[src/rtl/serial_subtractor.sv]
// Bit-serial unsigned subtractor: diff = a - b, LSB first, one full-subtractor step per clock.
// Optional macro SERIAL_SUBTRACTOR_BORROW_IN_EN adds a borrow_in port used as the initial borrow.
module serial_subtractor #(
  parameter int WIDTH = 8
) (
  input  logic             clk,
  input  logic             rst,
  input  logic             start,
  input  logic [WIDTH-1:0] a,
  input  logic [WIDTH-1:0] b,
`ifdef SERIAL_SUBTRACTOR_BORROW_IN_EN
  input  logic             borrow_in,
`endif
  output logic             busy,
  output logic             done,
  output logic [WIDTH-1:0] diff,
  output logic             borrow_out
);

  localparam int CW = $clog2(WIDTH) + 1;

  typedef enum logic [1:0] {
    IDLE  = 2'd0,
    SHIFT = 2'd1,
    DONE  = 2'd2
  } state_t;

  state_t           state_q, state_d;
  logic [WIDTH-1:0] a_q, a_d;
  logic [WIDTH-1:0] b_q, b_d;
  logic [WIDTH-1:0] diff_q, diff_d;
  logic             borrow_q, borrow_d;
  logic             borrow_out_q, borrow_out_d;
  logic [CW-1:0]    cnt_q, cnt_d;

  logic             init_borrow;
  logic             bit_d;
  logic             bit_borrow;

`ifdef SERIAL_SUBTRACTOR_BORROW_IN_EN
  assign init_borrow = borrow_in;
`else
  assign init_borrow = 1'b0;
`endif

  // Full-subtractor cell on the current operand LSBs and the stored borrow.
  assign bit_d      = a_q[0] ^ b_q[0] ^ borrow_q;
  assign bit_borrow = (~a_q[0] & b_q[0]) | (~(a_q[0] ^ b_q[0]) & borrow_q);

  always_comb begin
    state_d      = state_q;
    a_d          = a_q;
    b_d          = b_q;
    diff_d       = diff_q;
    borrow_d     = borrow_q;
    borrow_out_d = borrow_out_q;
    cnt_d        = cnt_q;
    case (state_q)
      IDLE: begin
        if (start) begin
          a_d      = a;
          b_d      = b;
          diff_d   = '0;
          borrow_d = init_borrow;
          cnt_d    = '0;
          state_d  = SHIFT;
        end
      end
      SHIFT: begin
        diff_d   = {bit_d, diff_q[WIDTH-1:1]};
        a_d      = a_q >> 1;
        b_d      = b_q >> 1;
        borrow_d = bit_borrow;
        cnt_d    = cnt_q + 1'b1;
        if (cnt_q == CW'(WIDTH - 1)) begin
          borrow_out_d = bit_borrow;
          state_d      = DONE;
        end
      end
      DONE: begin
        state_d = IDLE;
      end
      default: begin
        state_d = IDLE;
      end
    endcase
  end

  always_ff @(posedge clk) begin
    if (rst) begin
      state_q      <= IDLE;
      a_q          <= '0;
      b_q          <= '0;
      diff_q       <= '0;
      borrow_q     <= 1'b0;
      borrow_out_q <= 1'b0;
      cnt_q        <= '0;
    end else begin
      state_q      <= state_d;
      a_q          <= a_d;
      b_q          <= b_d;
      diff_q       <= diff_d;
      borrow_q     <= borrow_d;
      borrow_out_q <= borrow_out_d;
      cnt_q        <= cnt_d;
    end
  end

  assign busy       = (state_q == SHIFT);
  assign done       = (state_q == DONE);
  assign diff       = diff_q;
  assign borrow_out = borrow_out_q;

endmodule

[config.mk]
export PLATFORM = sky130hd
export DESIGN_NAME = serial_subtractor
export DESIGN_NICKNAME = d
export VERILOG_FILES = /design/src/rtl/serial_subtractor.sv
export SDC_FILE = /design/constraint.sdc
export NUM_CORES = 1
export LEC_CHECK = 0
export ABC_AREA = 1
export BUFFER_PORTS_ARGS = -buffer_cell sky130_fd_sc_hd__buf_2
export CAP_MARGIN = 20
export CORE_ASPECT_RATIO = 1.25
export CORE_MARGIN = 4
export CORE_UTILIZATION = 37
export DETAILED_ROUTE_END_ITERATION = 10
export HOLD_SLACK_MARGIN = 0.03
export PLACE_DENSITY = 0.55
export SYNTH_ARGS = -nofsm -noshare
export SYNTH_HDL_FRONTEND = slang
export SYNTH_SLANG_ARGS = --single-unit
[constraint.sdc]
create_clock -name clk -period 1.4 [get_ports clk]
set_input_delay 0 -clock clk [delete_from_list [all_inputs] [get_ports clk]]
set_output_delay 0 -clock clk [all_outputs]
set_load 0.02 [all_outputs]
==> impl_metrics.py, run 1 <==
metrics = {
    "setup_path": {
        "worstPathMaxFanout": 22,
        "cpPeakStageDelay_ns": 0.43,
        "worstPathRequired_ns": 1.40,
        "startpoint_type": "flop",
        "slowest_stage": "dfxtp_1",
        "r2r_start": "b_q[0]",
        "crit_path_cell_trace": "inv_2 -> nor2_1 -> buf_6 -> buf_2",
        "critPathKind": "reg2out",
        "worstPathArrival_ns": 1.32,
        "worst_setup_path_end_kind": "output pin",
        "crit_start": "state_q[0]",
    },
    "floorplanning": {
        "die_h_um": 77.91,
        "core_mm2": 0.003785,
        "pin_count": 30,
        "die_w_um": 63.92,
        "start_util": 0.3821,
        "num_rows": 25,
        "die-area_mm2": 0.004980,
    },
    "finish": {
        "final_area_mm2": 0.001754,
        "fin_util": 0.4635,
        "fin_cells": 300,
        "num_antenna_cells": 0,
        "drive_gt1_frac": 0.1911,
        "syn_to_final_growth_pct": 21.28,
        "layout_commonest_cell": "nand2_1",
        "nNetsFinal": 267,
        "nFillCells": 419,
        "layout_common_cells": "nand2_1 (52), nand3_1 (40), dfxtp_1 (32), nor2_1 (31), buf_2 (29)",
    },
    "sta": {
        "tightestPinTransition_ns": 0.3867,
        "finalHoldWorstSlack_ns": 0.04660,
        "relSlewSlack": 0.7416,
        "finClkSkew_ns": 0.006831,
        "fmax_mhz": 755.9,
        "min_period_ns": 1.323,
        "hold_viol_final": 0,
        "layout_setup_ws_ns": 0.07702,
        "fin_crit_sh": 0.9450,
        "drv_slew": 0,
        "setup_viol": 0,
    },
    "placement": {
        "io_buffers": 29,
        "place_congestion": 0.7340,
        "post_dp_cell_area_mm2": 0.001653,
        "dp_cells": 291,
        "preCtsSetupSlack_ns": 0.1584,
        "dp_hpwl_mm": 2.247,
    },
    "grt": {
        "grtUsageTotal": 0.1390,
        "grt_pass1_vias": 1172,
        "grt_max_degree": 23,
        "grt_overflow_total": 0,
        "grt_pass1_wl_mm": 5.520,
        "grt_antenna_before_repair": 0,
    },
    "routing": {
        "drtIter0Drc": 33,
        "via_per_inst": 4.520,
        "antenna_left": 0,
        "drc_errors": 0,
        "avgRoutedWirePerCell_um": 10.99,
        "vias": 1356,
        "drtPass1Iterations": 4,
        "wl_mm": 3.298,
    },
    "clock_network": {
        "clock_tree.buffer_depth": 2,
        "clk_pin_slew_ns": 0.07,
        "cts_root_buf": "clkbuf_8",
        "clock-sinks": 32,
        "clock_latency_ns": 0.28,
        "cts_tree": "yes",
        "h-tree-depth": 2,
        "cts_setup_buffers": 0,
        "cts_made_buffers": 5,
    },
    "pwr": {
        "power.leakage_nw": 0.8249,
        "ir_drop_uv": 663.8,
        "powerDensity_mw_per_mm2": 1051,
    },
    "logic_synthesis": {
        "synth_area_per_cell_um2": 6.823,
        "yosysTopAreaCell": "dfxtp_1",
        "synth_edf_count": 0,
        "synth_top_area_share": 0.4429,
        "syn-instance-count": 212,
        "async_flop_share": 0,
        "yosysWarnings": 0,
        "synth_ff_type": "dfxtp_1",
        "mappedNetlistArea_mm2": 0.001446,
        "syn-num-nets": 233,
        "synth_area_leaders": "dfxtp_1 (44%), nand3_1 (14%), nand2_1 (13%)",
        "ys_types": 18,
        "ys_seq_area_frac": 0.4429,
        "yosys_register_bits": 32,
    },
    "status": {
        "status": "finished clean",
    },
    "flow_run": {
        "maxCapViolCount": 0,
    },
    "hold_path": {
        "hold_start": "b[1]",
        "hold_path.class": "in2reg",
    },
}
==> worst max-delay path, delay by kind of cell (launching register included) <==
family	cells	cell delay [ns]
buffers and inverters	3	0.46
DFF	1	0.43
and+or+nand+nor	1	0.16
==> flip-flops by register name (all words and copies together), names as in the netlist <==
name / cells
b_q: 8
borrow_out: 1
cnt_q: 4
diff: 8
borrow_q: 1
a_q: 8
state_q: 2
==> Yosys cell counts (2+ instances only) <==
cell type / instances
clkbuf_1: 4
dfxtp_1: 32
inv_1: 20
buf_2: 4
nand3_1: 40
nand2_1: 52
o21ai_0: 2
buf_4: 3
nor2_1: 31
a21oi_1: 16
==> final cells by class <==
class / instances / area, um2 / area share
clock buffers: 6 / 72.57 / 0.04137
well taps: 54 / 67.56 / 0.03852
flip-flops and latches: 32 / 640.6 / 0.3652
repair buffers: 40 / 236.5 / 0.1348
inverters: 21 / 78.83 / 0.04494
clock inverters: 1 / 5.005 / 0.002853
multi-input cells: 146 / 653.1 / 0.3723
==> repair_timing <==
item / 4_1_cts / 5_1_grt
hold buffers: 2 / 0
gates resized for setup: 0 / 1
hold endpoints to repair: 2 / 0
endpoints found under the setup margin: 0 / 1
==> path summary, 6_finish.rpt <==
check	endpoint	slack, ns	cells past startpoint
max	busy	0.08	4
min	b_q[1]	0.05	5
max reg2reg	borrow_q	0.16	4
min reg2reg	diff[0]	0.47	2
==> kinds of logic (layout without fill, tap and decap cells) <==
group	count (synthesis)	after routing	synth area share
AOI/OAI and AO/OA	18	18	0.06229
adders and majority gates	2	2	0.02249
buffers and inverters	34	68	0.1055
DFF	32	32	0.4429
and+or+nand+nor	126	126	0.3668
==> report_power, final <==
part,switching (mW),leakage (nW),internal (mW)
logic,0.137,0.523,0.0924
clock network,0.310,0.0410,0.337
registers,0.0213,0.261,0.946
total,0.468,0.825,1.38
==> per-stage QoR <==
step,total power [mW],setup TNS (ns)
6_report,1.844,0
5_1_grt,1.942,-0.0001432
4_1_cts,1.873,0
3_5_place_dp,1.214,0
3_3_place_gp,1.214,0
2_1_floorplan,1.139,0
==> per-layer routing <==
| metal | GRT usage | routed length [um] | share of wire |
|---|---|---|---|
| met1 | 0.1848 | 1555 | 0.47 |
| met2 | 0.2182 | 1557 | 0.47 |
| met3 | 0.02605 | 162 | 0.049 |
| met4 | 0.05832 | 23 | 0.0070 |
| met5 | 0 | 0 | 0 |
No activity file was read; power rests on OpenSTA's default activity.
==> run 2: changes to the inputs <==
- REMOVE_ABC_BUFFERS: not set -> 1
- SKIP_LAST_GASP: not set -> 1
- SLEW_MARGIN: not set -> 0
==> impl_metrics.py, run 2 (synthesis gave the netlist of run 1 again) <==
metrics = {
    "sta": {
        "finClkSkew_ns": 0.004053,
        "fmax_mhz": 807.3,
        "tightestPinTransition_ns": 0.3605,
        "min_period_ns": 1.239,
        "hold_viol_final": 0,
        "relSlewSlack": 0.7591,
        "layout_setup_ws_ns": 0.1613,
        "setup_viol": 0,
        "drv_slew": 0,
        "fin_crit_sh": 0.8848,
        "rsz0062_at_grt": "no",
    },
    "grt": {
        "grt_pass1_wl_mm": 5.623,
        "grt_pass1_vias": 1301,
        "use_met1": 0.1674,
        "grt_busiest_layer": "met2",
        "grtUsageTotal": 0.1407,
        "grt_max_degree": 22,
        "grt_overflow_total": 0,
        "grtUsageMet3": 0.03184,
        "grt_use_met2": 0.2430,
        "grt_antenna_before_repair": 0,
    },
    "clock_network": {
        "cts_tree": "yes",
        "clock_tree.buffer_depth": 2,
        "cts_resized": 0,
        "clock-sinks": 32,
        "postCtsHoldBufs": 2,
        "cts_root_buf": "clkbuf_8",
        "clk_pin_slew_ns": 0.07,
        "cts_made_buffers": 5,
        "cts_setup_buffers": 0,
        "h-tree-depth": 2,
        "clock_latency_ns": 0.28,
    },
    "placement": {
        "place_congestion": 0.7074,
        "dp_hpwl_mm": 2.214,
        "preCtsSetupSlack_ns": 0.1720,
        "io_buffers": 29,
    },
    "routing": {
        "wl_mm": 3.174,
        "antenna_left": 0,
        "drtIter0Drc": 62,
        "drtPass1Iterations": 4,
        "via_per_inst": 4.445,
        "drc_errors": 0,
        "avgRoutedWirePerCell_um": 10.54,
        "vias": 1338,
    },
    "floorplanning": {
        "start_util": 0.3821,
        "die_h_um": 77.91,
        "die_w_um": 63.92,
        "core_mm2": 0.003785,
        "pin_count": 30,
        "die-area_mm2": 0.004980,
        "num_rows": 25,
    },
    "finish": {
        "nNetsFinal": 267,
        "drive_gt1_frac": 0.2024,
        "layout_commonest_cell": "nand2_1",
        "layout_common_cells": "nand2_1 (52), nand3_1 (40), dfxtp_1 (32), nor2_1 (30), buf_2 (29)",
        "syn_to_final_growth_pct": 23.10,
        "num_antenna_cells": 0,
    },
    "flow_run": {
        "maxCapViolCount": 0,
    },
    "setup_path": {
        "worstPathMaxFanout": 2,
        "worstPathArrival_ns": 1.45,
        "startpoint_type": "flop",
        "critPathKind": "reg2reg",
        "worst_setup_path_end_kind": "flop",
        "worstPathRequired_ns": 1.61,
    },
    "hold_path": {
        "hold_path.class": "in2reg",
    },
    "pwr": {
        "power.leakage_nw": 0.8379,
        "powerDensity_mw_per_mm2": 1078,
        "finalPower_mw": 1.919,
        "ir_drop_uv": 602.3,
    },
    "status": {
        "status": "finished clean",
    },
}
## run 2: cell count changes in the layout (fill, tap and decap cells not counted)
cell,previous run,this run
nor2_2,1,2
clkbuf_8,5,6
buf_12,0,1
nor2_1,31,30
clkbuf_1,1,0
buf_6,1,0
clkinv_2,1,2
## run 2: layout make-up
type / count / area, um2
clock inverter: 2 / 10.01
sequential: 32 / 640.6
inverter: 21 / 78.83
timing repair buffer: 40 / 245.2
clock buffer: 6 / 82.58
multi-input combinational: 146 / 655.6
fill: 393 / 2004
tap: 54 / 67.56
## run 2: power by group
| part | total (mW) | switching (mW) | internal [mW] |
|---|---|---|---|
| Sequential | 0.967 | 0.0209 | 0.946 |
| Clock | 0.720 | 0.328 | 0.392 |
| Combinational | 0.232 | 0.136 | 0.0958 |
| Total | 1.92 | 0.485 | 1.43 |
## run 2: final timing paths
| kind | startpoint | end | slack (ns) | cells after the start |
|---|---|---|---|---|
| max | b_q[0] | borrow_q | 0.16 | 4 |
| min | b[6] | b_q[6] | 0.04 | 5 |
| max reg2reg | b_q[0] | borrow_q | 0.16 | 4 |
| min reg2reg | diff[0] | diff[0] | 0.48 | 2 |
## run 2: critical path, cell delays in order, from the launching register on
cell and delay [ns]:
dfxtp_1 0.31, inv_1 0.06, fa_1 0.40, or2_2 0.30
a21oi_1 0.11
## run 2: routing by layer
metal,vias to the layer above,part of all wire
met4,0,0.014
met3,5,0.029
met2,16,0.47
met5,-,0
li1,739,-
met1,578,0.49
## run 2: through the flow
stage,area [um2],hold slack (ns),util,cells,TNS [ns]
floorplan,1373,0.06907,-,199,-12.72
global placement,1668,0.2521,0.4407,291,0
detailed placement,1668,0.2552,0.4407,291,0
CTS,1780,0.03598,0.4704,301,0
global route,1780,0.06365,0.4704,301,0
finish,1780,0.04358,0.4704,301,0
